### src/rtl/obi_mem_arbiter.sv
// Two-port OBI arbiter: core fetch and load/store share one memory port, with an in-order tag FIFO routing responses.
// Define OBI_ARB_DATA_PRIORITY_EN for fixed data-port priority; otherwise ties are broken round-robin.
module obi_mem_arbiter #(
    parameter int ADDR_WIDTH = 32,
    parameter int DATA_WIDTH = 32,
    parameter int MAX_OUTST  = 2
) (
    input  logic                    clk_i,
    input  logic                    rst_i,
    input  logic                    instr_req_i,
    output logic                    instr_gnt_o,
    output logic                    instr_rvalid_o,
    input  logic [ADDR_WIDTH-1:0]   instr_addr_i,
    output logic [DATA_WIDTH-1:0]   instr_rdata_o,
    input  logic                    data_req_i,
    output logic                    data_gnt_o,
    output logic                    data_rvalid_o,
    input  logic                    data_we_i,
    input  logic [DATA_WIDTH/8-1:0] data_be_i,
    input  logic [ADDR_WIDTH-1:0]   data_addr_i,
    input  logic [DATA_WIDTH-1:0]   data_wdata_i,
    output logic [DATA_WIDTH-1:0]   data_rdata_o,
    output logic                    mem_req_o,
    output logic                    mem_we_o,
    output logic [DATA_WIDTH/8-1:0] mem_be_o,
    output logic [ADDR_WIDTH-1:0]   mem_addr_o,
    output logic [DATA_WIDTH-1:0]   mem_wdata_o,
    input  logic                    mem_gnt_i,
    input  logic                    mem_rvalid_i,
    input  logic [DATA_WIDTH-1:0]   mem_rdata_i,
    output logic                    err_o
);
    localparam int CW = $clog2(MAX_OUTST + 1);
    localparam int PW = (MAX_OUTST > 1) ? $clog2(MAX_OUTST) : 1;
    localparam logic [CW-1:0] FULL = CW'(MAX_OUTST);
    localparam logic [PW-1:0] LAST = PW'(MAX_OUTST - 1);

    logic [CW-1:0]        cnt_q;
    logic [PW-1:0]        wptr_q, rptr_q;
    logic [MAX_OUTST-1:0] tag_q;   // 1 = data port owns the entry
    logic                 err_q;
    logic                 sel_data, accept, pop;

    // Full is judged on the registered count, so a same-cycle pop cannot free a slot.
    assign mem_req_o = (instr_req_i | data_req_i) && (cnt_q < FULL) && !rst_i;

`ifdef OBI_ARB_DATA_PRIORITY_EN
    assign sel_data = data_req_i;
`else
    logic rr_q;
    assign sel_data = data_req_i && (!instr_req_i || rr_q);

    always_ff @(posedge clk_i or posedge rst_i) begin
        if (rst_i)
            rr_q <= 1'b0;
        else if (accept && instr_req_i && data_req_i)
            rr_q <= ~sel_data;
    end
`endif

    assign accept      = mem_req_o && mem_gnt_i;
    assign instr_gnt_o = accept && !sel_data;
    assign data_gnt_o  = accept && sel_data;

    assign mem_we_o    = sel_data && data_we_i;
    assign mem_be_o    = sel_data ? data_be_i    : '1;
    assign mem_addr_o  = sel_data ? data_addr_i  : instr_addr_i;
    assign mem_wdata_o = sel_data ? data_wdata_i : '0;

    assign pop            = mem_rvalid_i && (cnt_q != '0) && !rst_i;
    assign instr_rvalid_o = pop && !tag_q[rptr_q];
    assign data_rvalid_o  = pop && tag_q[rptr_q];
    assign instr_rdata_o  = mem_rdata_i;
    assign data_rdata_o   = mem_rdata_i;
    assign err_o          = err_q;

    always_ff @(posedge clk_i or posedge rst_i) begin
        if (rst_i) begin
            cnt_q  <= '0;
            wptr_q <= '0;
            rptr_q <= '0;
            tag_q  <= '0;
            err_q  <= 1'b0;
        end else begin
            if (accept) begin
                tag_q[wptr_q] <= sel_data;
                wptr_q        <= (wptr_q == LAST) ? '0 : wptr_q + 1'b1;
            end
            if (pop)
                rptr_q <= (rptr_q == LAST) ? '0 : rptr_q + 1'b1;
            case ({accept, pop})
                2'b10:   cnt_q <= cnt_q + 1'b1;
                2'b01:   cnt_q <= cnt_q - 1'b1;
                default: cnt_q <= cnt_q;
            endcase
            // A response with nothing outstanding is dropped and flagged until reset.
            if (mem_rvalid_i && (cnt_q == '0))
                err_q <= 1'b1;
        end
    end
endmodule

### config.mk
export PLATFORM = sky130hd
export DESIGN_NAME = obi_mem_arbiter
export DESIGN_NICKNAME = d
export VERILOG_FILES = /design/src/rtl/obi_mem_arbiter.sv
export SDC_FILE = /design/constraint.sdc
export NUM_CORES = 1
export LEC_CHECK = 0
export CAP_MARGIN = 0
export CORE_AREA = 5 5 106 108
export CTS_BUF_LIST = sky130_fd_sc_hd__clkbuf_4 sky130_fd_sc_hd__clkbuf_8 sky130_fd_sc_hd__clkbuf_16
export DETAILED_ROUTE_END_ITERATION = 10
export DIE_AREA = 0 0 111 113
export MAX_ROUTING_LAYER = met4
export PLACE_DENSITY = 0.6
export SKIP_LAST_GASP = 1
export SLEW_MARGIN = 10
export SYNTH_ARGS = -nofsm -noshare
export SYNTH_HDL_FRONTEND = slang
export SYNTH_SLANG_ARGS = --single-unit
### constraint.sdc
create_clock -name clk_i -period 1.6 [get_ports clk_i]
set_input_delay 0.32 -clock clk_i [delete_from_list [all_inputs] [get_ports clk_i]]
set_output_delay 0.32 -clock clk_i [all_outputs]
set_load 0.02 [all_outputs]
==> flow_summary.json <==
{
  "status": "finished with violations",
  "violations": "setup timing",
  "finalWorstSetupSlack_ns": -0.278,
  "arrival_ns": 1.56,
  "clkPwrFrac": 0.077,
  "die_w_um": 111,
  "tns_ns": -15.57,
  "yosys_warnings": 0,
  "max_freq_ghz": 0.533,
  "pwr-share-comb": 0.801,
  "port_buffers": 181,
  "slew_headroom": 0.806,
  "first_pass_iters": 4,
  "endpoint": "mem_addr_o[0]",
  "grt_pass1_vias": 1966,
  "cellPowerDensity_nw_per_um2": 787,
  "antenna_cells": 0,
  "tritoncts": "built",
  "fp.dieH_um": 113,
  "drt-initial-drc-count": 20,
  "rsz0062_at_grt": "true",
  "place_hpwl_um": 4960,
  "p_leak_uw": 0.00179,
  "crit_buf_inv": 3,
  "clk_pin_slew_ns": 0.04,
  "overflow": 0,
  "die_area_um2": 12500,
  "setup_viol": 70,
  "crit_cells": 5,
  "power.switching_uw": 1090,
  "post-route-period-util": 1.17,
  "pin_count": 278,
  "cts_root_buf": "clkbuf_8",
  "skew_ns": 0.00161,
  "startpoint": "rr_q$_DFFE_PP0P_",
  "start_util": 0.152,
  "reg2reg_from": "rr_q$_DFFE_PP0P_",
  "rrSetupSlack_ns": 0.07,
  "ant_nets": 0,
  "cts_buffer_depth": 2,
  "slowest_delay_ns": 0.40,
  "r2r-end": "tag_q[1]$_DFFE_PP0P_",
  "grt_pass1_wl_um": 10300,
  "utilization": 0.381,
  "wirelength_um": 7670,
  "slew_viol_final": 0,
  "dr_total_vias": 1801,
  "grt_usage": 0.103,
  "core_area_um2": 10100,
  "regArea_um2": 200,
  "layout.nets": 471,
  "numClockSinks": 8,
  "synthesis.nets": 319,
  "synth_area_leaders": "buf_4, mux2_2, and2_1",
  "finalCriticalPeriod_ns": 1.88,
  "seqPwrFrac": 0.122,
  "h-tree-depth": 1,
  "vdd_ir_drop_max_mv": 0.446,
  "via_per_inst": 3.87,
  "syn-mean-instance-area_um2": 8.62,
  "r2r.worst_path.cells": 5,
  "p_int_uw": 1960,
  "hold_path.class": "in -> async",
  "synth_top_area_cell": "buf_4",
  "final_common_cell": "clkdlybuf4s50_1",
  "numCtsBuffers": 3,
  "ys_seq_area_frac": 0.130,
  "syn_to_final_growth_pct": 151,
  "gp_congestion": 0.804,
  "cp_top_family": "buffers and inverters",
  "slowest_stage": "dfrtp_1",
  "switching_share": 0.357,
  "drc": 0,
  "worstPathMaxFanout": 5,
  "synth_top_area_share": 0.311,
  "end_kind": "output pin",
  "path_cells": "o21ai_4, buf_12, buf_12, mux2_2, buf_6",
  "cap_violations": 0,
  "required_ns": 1.28,
  "grt_max_degree": 21,
  "layout-drive-gt1-share": 0.593,
  "syn_area_um2": 1540,
  "crit_path_start_kind": "flip-flop",
  "crit_path_frequent_cell": "buf_12",
  "synth_cell_types": 25,
  "antenna_found_initial": 0,
  "postSynthCellCount": 179,
  "rows": 37,
  "synth-seq-cells": 8,
  "clock_latency_ns": 0.22,
  "worst-slew-pin-transition_ns": 0.289,
  "num-fill-cells": 970,
  "wl_per_cell_um": 16.5,
  "multi_input_area_um2": 1060,
  "worstSetupPathType": "reg -> out",
  "final_cell_mix": "clkdlybuf4s50_1, buf_6, and2_4",
  "hold_viol": 0
}
through the flow:
| stage | area (um^2) | power [uW] | hold slack (ns) | std cells | worst slack [ns] |
|---|---|---|---|---|---|
| after floorplan | 1540 | 1410 | 0.144 | 179 | 0.0791 |
| after global placement | 3120 | 2090 | 0.439 | 439 | -0.962 |
| after detailed placement | 3120 | 2100 | 0.447 | 439 | -0.981 |
| after CTS | 3330 | 2650 | 0.282 | 459 | -0.345 |
| after global routing | 3870 | 3220 | 0.292 | 465 | -0.335 |
| final | 3870 | 3040 | 0.269 | 465 | -0.278 |
flip-flops by register name (all words and copies together) (netlist names):
signal and flops:
cnt_q 2, tag_q 2, err_o 1, rptr_q 1, rr_q 1, wptr_q 1
worst register-to-register path: stages (launching register included):
cell and delay (ns):
dfrtp_1 0.40, buf_6 0.13, o21a_4 0.29, clkbuf_16 0.20, buf_4 0.13, mux2_2 0.25
logic make-up (layout without fill, tap and decap cells):
kind of cell | after synthesis | in the layout | share of synthesized area
mux | 35 | 35 | 0.255
xor+xnor | 6 | 6 | 0.0341
compound gates | 4 | 4 | 0.0252
buf+inv | 74 | 224 | 0.351
flops | 8 | 8 | 0.130
fa+ha+maj | 1 | 1 | 0.00811
simple gates | 51 | 51 | 0.197
layout make-up:
| cell class | instances | area share |
|---|---|---|
| inverter | 3 | 0.00291 |
| clock buffer | 3 | 0.0107 |
| timing repair buffer | 218 | 0.617 |
| tap | 136 | 0.0440 |
| sequential | 8 | 0.0518 |
| multi-input combinational | 97 | 0.274 |
repair_timing:
| action | in CTS | in global routing |
|---|---|---|
| setup endpoints to repair | 77 | 76 |
| hold buffers | 0 | 0 |
| endpoints found under the hold margin | 0 | 0 |
| setup buffers | 12 | 2 |
| cloned | 5 | 6 |
| gates resized for setup | 389 | 147 |
| pin swaps | 6 | 43 |
Yosys cell counts, drive strengths merged:
| cell type | n |
|---|---|
| a21o | 1 |
| mux2i | 1 |
| nand2b | 4 |
| nor3 | 1 |
| dfrtp | 8 |
| mux2 | 34 |
| nand2 | 1 |
| xor2 | 1 |
| and2 | 34 |
| ha | 1 |
| inv | 3 |
| nand4bb | 1 |
| o211ai | 1 |
| clkbuf | 3 |
| buf | 68 |
| nand3b | 1 |
| nor4 | 1 |
| o21ai | 1 |
| nand4 | 1 |
| nor2 | 7 |
| o21a | 1 |
| xnor2 | 5 |
power by group through the flow:
stage / Combinational, uW / Sequential (uW) / Clock, uW
after floorplan: 1040 / 370 / 0
after global placement: 1730 / 364 / 0
after detailed placement: 1740 / 366 / 0
after CTS: 2040 / 367 / 243
after global routing: 2590 / 381 / 254
final: 2440 / 370 / 235
how the worst min path moves through the flow:
stage / from / end / slack (ns) / depth (start not counted)
5_1_grt: rst_i / err_o$_DFFE_PP0P_ / 0.29 / 3
6_report: rst_i / rr_q$_DFFE_PP0P_ / 0.27 / 3
4_1_cts: rst_i / rr_q$_DFFE_PP0P_ / 0.28 / 3
3_5_place_dp: err_o$_DFFE_PP0P_ / err_o$_DFFE_PP0P_ / 0.45 / 1
2_1_floorplan: rst_i / cnt_q[0]$_DFFE_PP0P_ / 0.14 / 1
3_3_place_gp: err_o$_DFFE_PP0P_ / err_o$_DFFE_PP0P_ / 0.44 / 1
layer usage:
metal  GRT usage  wire [um]  up-vias  part of all wire
li1            -          -      819                 -
met1       0.103       2600      826              0.34
met2       0.195       4140      137              0.54
met3      0.0289        773       19              0.10
met4      0.0296        146        0             0.019
met5           -          0        -                 0
Power figures use the tool's default switching activity.
